[src/rtl/dpd_cadder_arb_if.sv]
// Bus bundle between the round-robin arbiter, its requesters, the shared
// 8-input complex adder and the result consumer.
interface dpd_cadder_arb_if #(
  parameter int DWIDTH = 16,
  parameter int NREQ   = 4
);
  localparam int IDW = ($clog2(NREQ) > 1) ? $clog2(NREQ) : 1;
  localparam int SW  = 2 * DWIDTH;
  localparam int RW  = 2 * (DWIDTH + 3);

  logic [NREQ-1:0]           req_valid;
  logic [NREQ-1:0]           req_ready;
  logic [NREQ*16*DWIDTH-1:0] req_data;

  logic                      add_din_enable;
  logic [SW-1:0]             add_din0;
  logic [SW-1:0]             add_din1;
  logic [SW-1:0]             add_din2;
  logic [SW-1:0]             add_din3;
  logic [SW-1:0]             add_din4;
  logic [SW-1:0]             add_din5;
  logic [SW-1:0]             add_din6;
  logic [SW-1:0]             add_din7;
  logic                      add_dout_valid;
  logic [RW-1:0]             add_dout;

  logic                      res_valid;
  logic [IDW-1:0]            res_id;
  logic [RW-1:0]             res_data;

  modport slave (
    input  req_valid, req_data, add_dout_valid, add_dout,
    output req_ready, add_din_enable,
           add_din0, add_din1, add_din2, add_din3,
           add_din4, add_din5, add_din6, add_din7,
           res_valid, res_id, res_data
  );

  modport master (
    output req_valid, req_data, add_dout_valid, add_dout,
    input  req_ready, add_din_enable,
           add_din0, add_din1, add_din2, add_din3,
           add_din4, add_din5, add_din6, add_din7,
           res_valid, res_id, res_data
  );
endinterface

[src/rtl/dpd_cadder_arb.sv]
// Round-robin arbiter time-sharing one 8-input complex adder among NREQ
// requesters; a tag pipeline matched to the adder latency returns result IDs.
module dpd_cadder_arb #(
  parameter int DWIDTH = 16,
  parameter int NREQ   = 4,
  parameter int LAT    = 7
) (
  input  logic                     clk,
  input  logic                     rst_n,
  input  logic                     cfg_enable,
  input  logic                     err_clr,
  dpd_cadder_arb_if.slave          bus,
  output logic                     busy,
  output logic [$clog2(LAT+3)-1:0] inflight,
  output logic                     err_sync
);
  localparam int IDW  = ($clog2(NREQ) > 1) ? $clog2(NREQ) : 1;
  localparam int SW   = 2 * DWIDTH;
  localparam int OPW  = 8 * SW;
  localparam int RW   = 2 * (DWIDTH + 3);
  localparam int CNTW = $clog2(LAT + 3);

  logic [IDW-1:0]  ptr_reg;
  logic [IDW-1:0]  ptr_next;
  logic [NREQ-1:0] grant;
  logic [IDW-1:0]  win_id;
  logic            xfer;
  logic [IDW:0]    idx_ext;
  logic [IDW-1:0]  idx;

  logic [OPW-1:0]  slice [NREQ];
  logic [OPW-1:0]  win_slice;
  logic [SW-1:0]   win_samp [8];

  logic            din_en_reg;
  logic [IDW-1:0]  din_id_reg;
  logic [SW-1:0]   op_reg [8];

  logic            tag_v_reg  [LAT];
  logic [IDW-1:0]  tag_id_reg [LAT];
  logic            tag_v_out;
  logic            hit;

  logic            res_valid_reg;
  logic [IDW-1:0]  res_id_reg;
  logic [RW-1:0]   res_data_reg;
  logic            err_reg;
  logic [CNTW-1:0] inflight_reg;
  logic [CNTW-1:0] inflight_next;

  genvar gi;
  generate
    for (gi = 0; gi < NREQ; gi++) begin : g_slice
      assign slice[gi] = bus.req_data[gi*OPW +: OPW];
    end
  endgenerate

  // Rotating-priority search starting at ptr; reset forces no grant.
  always_comb begin
    grant   = '0;
    win_id  = '0;
    xfer    = 1'b0;
    idx_ext = '0;
    idx     = '0;
    for (int i = 0; i < NREQ; i++) begin
      idx_ext = {1'b0, ptr_reg} + (IDW+1)'(i);
      if (idx_ext >= (IDW+1)'(NREQ))
        idx_ext = idx_ext - (IDW+1)'(NREQ);
      idx = idx_ext[IDW-1:0];
      if (!xfer && cfg_enable && rst_n && bus.req_valid[idx]) begin
        xfer        = 1'b1;
        grant[idx]  = 1'b1;
        win_id      = idx;
      end
    end
  end

  assign bus.req_ready = grant;
  assign ptr_next      = (win_id == IDW'(NREQ - 1)) ? '0 : win_id + IDW'(1);
  assign win_slice     = slice[win_id];

  generate
    for (gi = 0; gi < 8; gi++) begin : g_samp
      assign win_samp[gi] = win_slice[gi*SW +: SW];
    end
  endgenerate

  always_ff @(posedge clk or negedge rst_n) begin
    if (!rst_n) begin
      ptr_reg    <= '0;
      din_en_reg <= 1'b0;
      din_id_reg <= '0;
      for (int k = 0; k < 8; k++) op_reg[k] <= '0;
    end else begin
      din_en_reg <= xfer;
      if (xfer) begin
        ptr_reg    <= ptr_next;
        din_id_reg <= win_id;
        for (int k = 0; k < 8; k++) op_reg[k] <= win_samp[k];
      end
    end
  end

  assign bus.add_din_enable = din_en_reg;
  assign bus.add_din0 = op_reg[0];
  assign bus.add_din1 = op_reg[1];
  assign bus.add_din2 = op_reg[2];
  assign bus.add_din3 = op_reg[3];
  assign bus.add_din4 = op_reg[4];
  assign bus.add_din5 = op_reg[5];
  assign bus.add_din6 = op_reg[6];
  assign bus.add_din7 = op_reg[7];

  // Stage 0 follows the adder strobe, so the last stage meets add_dout_valid.
  always_ff @(posedge clk or negedge rst_n) begin
    if (!rst_n) begin
      for (int s = 0; s < LAT; s++) begin
        tag_v_reg[s]  <= 1'b0;
        tag_id_reg[s] <= '0;
      end
    end else begin
      tag_v_reg[0]  <= din_en_reg;
      tag_id_reg[0] <= din_id_reg;
      for (int s = 1; s < LAT; s++) begin
        tag_v_reg[s]  <= tag_v_reg[s-1];
        tag_id_reg[s] <= tag_id_reg[s-1];
      end
    end
  end

  assign tag_v_out = tag_v_reg[LAT-1];
  assign hit       = tag_v_out & bus.add_dout_valid;

  always_comb begin
    inflight_next = inflight_reg;
    if (xfer && !res_valid_reg)
      inflight_next = inflight_reg + CNTW'(1);
    else if (!xfer && res_valid_reg)
      inflight_next = inflight_reg - CNTW'(1);
  end

  always_ff @(posedge clk or negedge rst_n) begin
    if (!rst_n) begin
      res_valid_reg <= 1'b0;
      res_id_reg    <= '0;
      res_data_reg  <= '0;
      err_reg       <= 1'b0;
      inflight_reg  <= '0;
    end else begin
      res_valid_reg <= hit;
      if (hit) begin
        res_id_reg   <= tag_id_reg[LAT-1];
        res_data_reg <= bus.add_dout;
      end
      // A fresh misalignment beats a simultaneous clear.
      if (tag_v_out != bus.add_dout_valid)
        err_reg <= 1'b1;
      else if (err_clr)
        err_reg <= 1'b0;
      inflight_reg <= inflight_next;
    end
  end

  assign bus.res_valid = res_valid_reg;
  assign bus.res_id    = res_id_reg;
  assign bus.res_data  = res_data_reg;
  assign inflight      = inflight_reg;
  assign busy          = (inflight_reg != '0);
  assign err_sync      = err_reg;
endmodule

[src/flat_wrapper.sv]
// flat-port wrapper written by rule: the top's interface ports become plain ports
module dpd_cadder_arb_flat 
#(
  parameter int DWIDTH = 16,
  parameter int NREQ   = 4,
  parameter int LAT    = 7
)
  (clk, rst_n, cfg_enable, err_clr, busy, inflight, err_sync, bus_req_valid, bus_req_data, bus_add_dout_valid, bus_add_dout, bus_req_ready, bus_add_din_enable, bus_add_din0, bus_add_din1, bus_add_din2, bus_add_din3, bus_add_din4, bus_add_din5, bus_add_din6, bus_add_din7, bus_res_valid, bus_res_id, bus_res_data);
  dpd_cadder_arb_if #(.DWIDTH(DWIDTH), .NREQ(NREQ)) bus_i ();
  input  logic clk;
  input  logic rst_n;
  input  logic cfg_enable;
  input  logic err_clr;
  output logic busy;
  output logic [$clog2(LAT+3)-1:0] inflight;
  output logic err_sync;
  input wire logic [$bits(bus_i.req_valid)-1:0] bus_req_valid;
  input wire logic [$bits(bus_i.req_data)-1:0] bus_req_data;
  input wire logic [$bits(bus_i.add_dout_valid)-1:0] bus_add_dout_valid;
  input wire logic [$bits(bus_i.add_dout)-1:0] bus_add_dout;
  output wire logic [$bits(bus_i.req_ready)-1:0] bus_req_ready;
  output wire logic [$bits(bus_i.add_din_enable)-1:0] bus_add_din_enable;
  output wire logic [$bits(bus_i.add_din0)-1:0] bus_add_din0;
  output wire logic [$bits(bus_i.add_din1)-1:0] bus_add_din1;
  output wire logic [$bits(bus_i.add_din2)-1:0] bus_add_din2;
  output wire logic [$bits(bus_i.add_din3)-1:0] bus_add_din3;
  output wire logic [$bits(bus_i.add_din4)-1:0] bus_add_din4;
  output wire logic [$bits(bus_i.add_din5)-1:0] bus_add_din5;
  output wire logic [$bits(bus_i.add_din6)-1:0] bus_add_din6;
  output wire logic [$bits(bus_i.add_din7)-1:0] bus_add_din7;
  output wire logic [$bits(bus_i.res_valid)-1:0] bus_res_valid;
  output wire logic [$bits(bus_i.res_id)-1:0] bus_res_id;
  output wire logic [$bits(bus_i.res_data)-1:0] bus_res_data;
  assign bus_i.req_valid = bus_req_valid;
  assign bus_i.req_data = bus_req_data;
  assign bus_i.add_dout_valid = bus_add_dout_valid;
  assign bus_i.add_dout = bus_add_dout;
  assign bus_req_ready = bus_i.req_ready;
  assign bus_add_din_enable = bus_i.add_din_enable;
  assign bus_add_din0 = bus_i.add_din0;
  assign bus_add_din1 = bus_i.add_din1;
  assign bus_add_din2 = bus_i.add_din2;
  assign bus_add_din3 = bus_i.add_din3;
  assign bus_add_din4 = bus_i.add_din4;
  assign bus_add_din5 = bus_i.add_din5;
  assign bus_add_din6 = bus_i.add_din6;
  assign bus_add_din7 = bus_i.add_din7;
  assign bus_res_valid = bus_i.res_valid;
  assign bus_res_id = bus_i.res_id;
  assign bus_res_data = bus_i.res_data;
  dpd_cadder_arb #(.DWIDTH(DWIDTH), .NREQ(NREQ), .LAT(LAT)) u_core (.clk(clk), .rst_n(rst_n), .cfg_enable(cfg_enable), .err_clr(err_clr), .bus(bus_i), .busy(busy), .inflight(inflight), .err_sync(err_sync));
endmodule
[config.mk]
export PLATFORM = sky130hd
export DESIGN_NAME = dpd_cadder_arb_flat
export DESIGN_NICKNAME = d
export VERILOG_FILES = /design/src/rtl/dpd_cadder_arb_if.sv /design/src/rtl/dpd_cadder_arb.sv /design/src/flat_wrapper.sv
export SDC_FILE = /design/constraint.sdc
export NUM_CORES = 1
export LEC_CHECK = 0
export ABC_AREA = 1
export BUFFER_PORTS_ARGS = -buffer_cell sky130_fd_sc_hd__buf_2
export CORE_AREA = 2 2 541 543
export CTS_CLUSTER_SIZE = 10
export DETAILED_ROUTE_END_ITERATION = 10
export DIE_AREA = 0 0 543 545
export RECOVER_POWER = 50
export SYNTH_ARGS = -nofsm -noshare
export SYNTH_HDL_FRONTEND = slang
export SYNTH_SLANG_ARGS = --single-unit
export TNS_END_PERCENT = 10
[constraint.sdc]
create_clock -name clk -period 3.5 [get_ports clk]
set_input_delay 0.175 -clock clk [delete_from_list [all_inputs] [get_ports clk]]
set_output_delay 0.175 -clock clk [all_outputs]
set_load 0.005 [all_outputs]
==> results.yml <==
cts:
  cts-buffers-inserted: 48
  path_clk_slew_ps: 60
  cts_sinks: 328
  clockBufferDepth: 3
  ctsHtreeMaxLevel: 2
  clk_latency_ps: 700
  cts_tree: "done"
  cts-root-buf: "clkbuf_16"
setup_path:
  ff2ff_path_depth: 18
  path_cells: "inv_4, ha_1, inv_2, nand3_1, nand2_1, nand2_2, inv_2, nand2_1, nand3_2, nand2_8, buf_16, buf_16, buf_4, nand3_1, nand3_1, dlygate4sd3_1, nand3_1, nand2_1"
  cp.required_ps: 4090
  reg2reg_slack_ps: 150
  cp_slowest_cell: "dlygate4sd3_1"
  crit_type: "flop to flop"
  slowest_delay_ps: 700
  critPathMaxFanout: 14
  cp_common_cell: "nand3_1"
  r2r-end: "u_core.bus.add_din1[6]"
  arrival_ps: 3940
  timing.rr.start: "u_core.ptr_reg[0]"
  end_kind: "flop"
  startpoint_type: "flop"
sta:
  maxSlewViolCount: 0
  setup_tns_ps: 0
  hold_viol_final: 0
  fmax_mhz: 298
  holdWs_ps: 45.1
  period_needed_ps: 3350
  worst_pin_slew_ps: 952
  setup_viol: 0
  fin_worst_skew_ps: 26.9
  rsz0062_at_grt: "yes"
  slew_headroom_pct: 36.5
  final.period_utilization_pct: 95.8
routing:
  drcViolationCount: 0
  num_vias: 36300
  drt-initial-drc-count: 4609
  drt-pass1-iter-count: 6
  wl_mm: 271
  ant_nets: 0
  viasPerCell: 3.80
  wl_per_cell_um: 28.4
yosys:
  synth-edff-count: 0
  synth_area_leader_cell: "dfrtp_1"
  ys.flop_type: "dfrtp_1"
  ys_ff_latch: 328
  seq_area_frac_synth_pct: 39.0
  synth.top_cell.area_share_pct: 39.0
  netlist_area_um2: 21100
  syn_nets: 4160
  yosysWarnings: 0
  syn_area_per_cell_um2: 6.84
  yosys.cell_count.top_type: "nand3_1"
  ys_top_cells_by_area: "dfrtp_1, nand3_1, nand2_1"
  synth_cell_types: 32
  synthTopCellsByCount: "nand3_1, nand2_1, dfrtp_1"
  synthCells: 3079
  ys_async_sr_fraction_pct: 100
grt:
  grt_max_degree: 101
  first_global_vias: 33700
  grt-ovfl-total: 0
  grt_pass1_wl_mm: 331
  antenna_found_initial: 353
  grt_usage_pct: 16.9
finish:
  layout.nets: 6513
  area_growth_pct: 118
  drive_gt1_share_pct: 31.8
  largest_register_ffs: 38
placement:
  place.gp.congestion: 1.01
  port-buffer-count: 1378
  hpwlAfterDp_mm: 224
die:
  start_util_pct: 7.26
  num_io_pins: 1379
  core-area_um2: 290000
  die_area_um2: 296000
  die_x_um: 543
  rows: 198
  die_h_um: 545
min_path:
  hold_depth: 5
  hp-start: "bus_req_data[912]"
  min_path_type: "input pin to flop"
  whs_endpoint: "u_core.bus.add_din4[16]"
power_and_ir_drop:
  p_int_uw: 19500
  power_frac_clock_pct: 12.5
  switching_power_uw: 21400
  pwr-share-seq_pct: 17.0
  ir_worst_vdd_v: 0.000565
  pwr-share-comb_pct: 70.5
  p_leak_uw: 0.0216
  powerDensity_nw_per_um2: 891
  power_uw: 41000
  switching_share_pct: 52.3
flow_run:
  maxCapViolCount: 0
run_status:
  outcome: "completed"
==> logic make-up (layout without fill, tap and decap cells) <==
logic type	Yosys count	in the layout	synth area share (%)
other cells	0	176	0
mux	40	40	2.14
compound gates	20	20	0.534
xor+xnor	3	3	0.125
flops	328	328	39.0
simple gates	2369	2370	50.3
fa+ha+maj	10	10	0.629
buf+inv	309	2694	7.35
==> through the flow <==
| stage | utilization (%) | cells | setup WS (ps) | cell area, um^2 |
|---|---|---|---|---|
| floorplan | - | 3079 | 338 | 21100 |
| global placement | 11.5 | 8253 | 120 | 33400 |
| detailed placement | 11.5 | 8253 | 278 | 33400 |
| CTS | 15.5 | 9336 | 18.7 | 45000 |
| global route | 15.8 | 9458 | -1.20 | 45800 |
| finish | 15.9 | 9541 | 146 | 46000 |
==> power by group through the flow <==
stage	clock network [uW]	registers, uW	logic, uW
2_1_floorplan	0	6820	12100
3_3_place_gp	0	6960	24200
3_5_place_dp	0	6940	24200
4_1_cts	5350	6930	27200
5_1_grt	5430	7130	30900
6_report	5140	6960	28900
==> how the worst max path moves through the flow <==
stage,startpoint,endpoint,slack (ps),cells after the start
3_3_place_gp,u_core.ptr_reg[1],u_core.inflight[3],120,18
2_1_floorplan,u_core.ptr_reg[0],u_core.inflight[3],340,20
6_report,u_core.ptr_reg[0],u_core.bus.add_din1[6],150,18
3_5_place_dp,u_core.ptr_reg[1],u_core.inflight[3],280,18
5_1_grt,u_core.ptr_reg[0],u_core.bus.add_din7[29],-1,18
4_1_cts,u_core.ptr_reg[1],u_core.bus.add_din7[13],20,19
==> routing by layer <==
layer	track usage [%]	vias to the layer above	share of wire, %
met2	23.2	2950	39
met3	8.48	900	13
li1	-	15400	-
met5	0.406	-	0.57
met4	9.98	202	6.6
met1	21.0	16900	41
==> timing repair <==
action | 4_1_cts | 5_1_grt
buffers inserted | 0 | 16
gates resized for setup | 0 | 28
endpoints found under the setup margin | 0 | 145
hold buffers | 1000 | 0
hold endpoints to repair | 422 | 0
==> worst max-delay path: cells and delay by family, from the launching register on <==
kind | cells | cell delay (ps)
buffers and inverters | 7 | 1470
flip-flops | 1 | 410
AND/OR/NAND/NOR | 10 | 1010
adder cells (fa/ha/maj) | 1 | 350
==> cells in the final DEF, fill, tap and decap left out, types with 3 or more instances in the layout <==
cell and n:
dfrtp_1 327, clkinvlp_4 4, nand2_1 1062, o22ai_1 4, nand3_1 1283, clkinv_2 8, diode_2 176, buf_6 8
inv_2 7, o21ai_0 6, clkbuf_1 4, inv_6 3, buf_16 13, clkbuf_16 60, inv_1 13, nand2_8 4
dlygate4sd3_1 1000, a21oi_1 6, nand2_2 4, buf_2 1377, nand3_2 6, ha_1 8, buf_12 34, mux2_2 40
nor2_1 4, buf_4 142, clkbuf_8 12
==> layout make-up <==
cell class,instances,area (um^2)
Inverter,23,109
Antenna cell,176,440
Multi-Input combinational cell,2443,11400
Clock buffer,64,1380
Sequential cell,328,8210
Fill cell,33100,244000
Clock inverter,19,160
Timing Repair Buffer,2588,19400
Tap cell,3900,4880
Note: power is estimated with default switching activity, not from simulation.
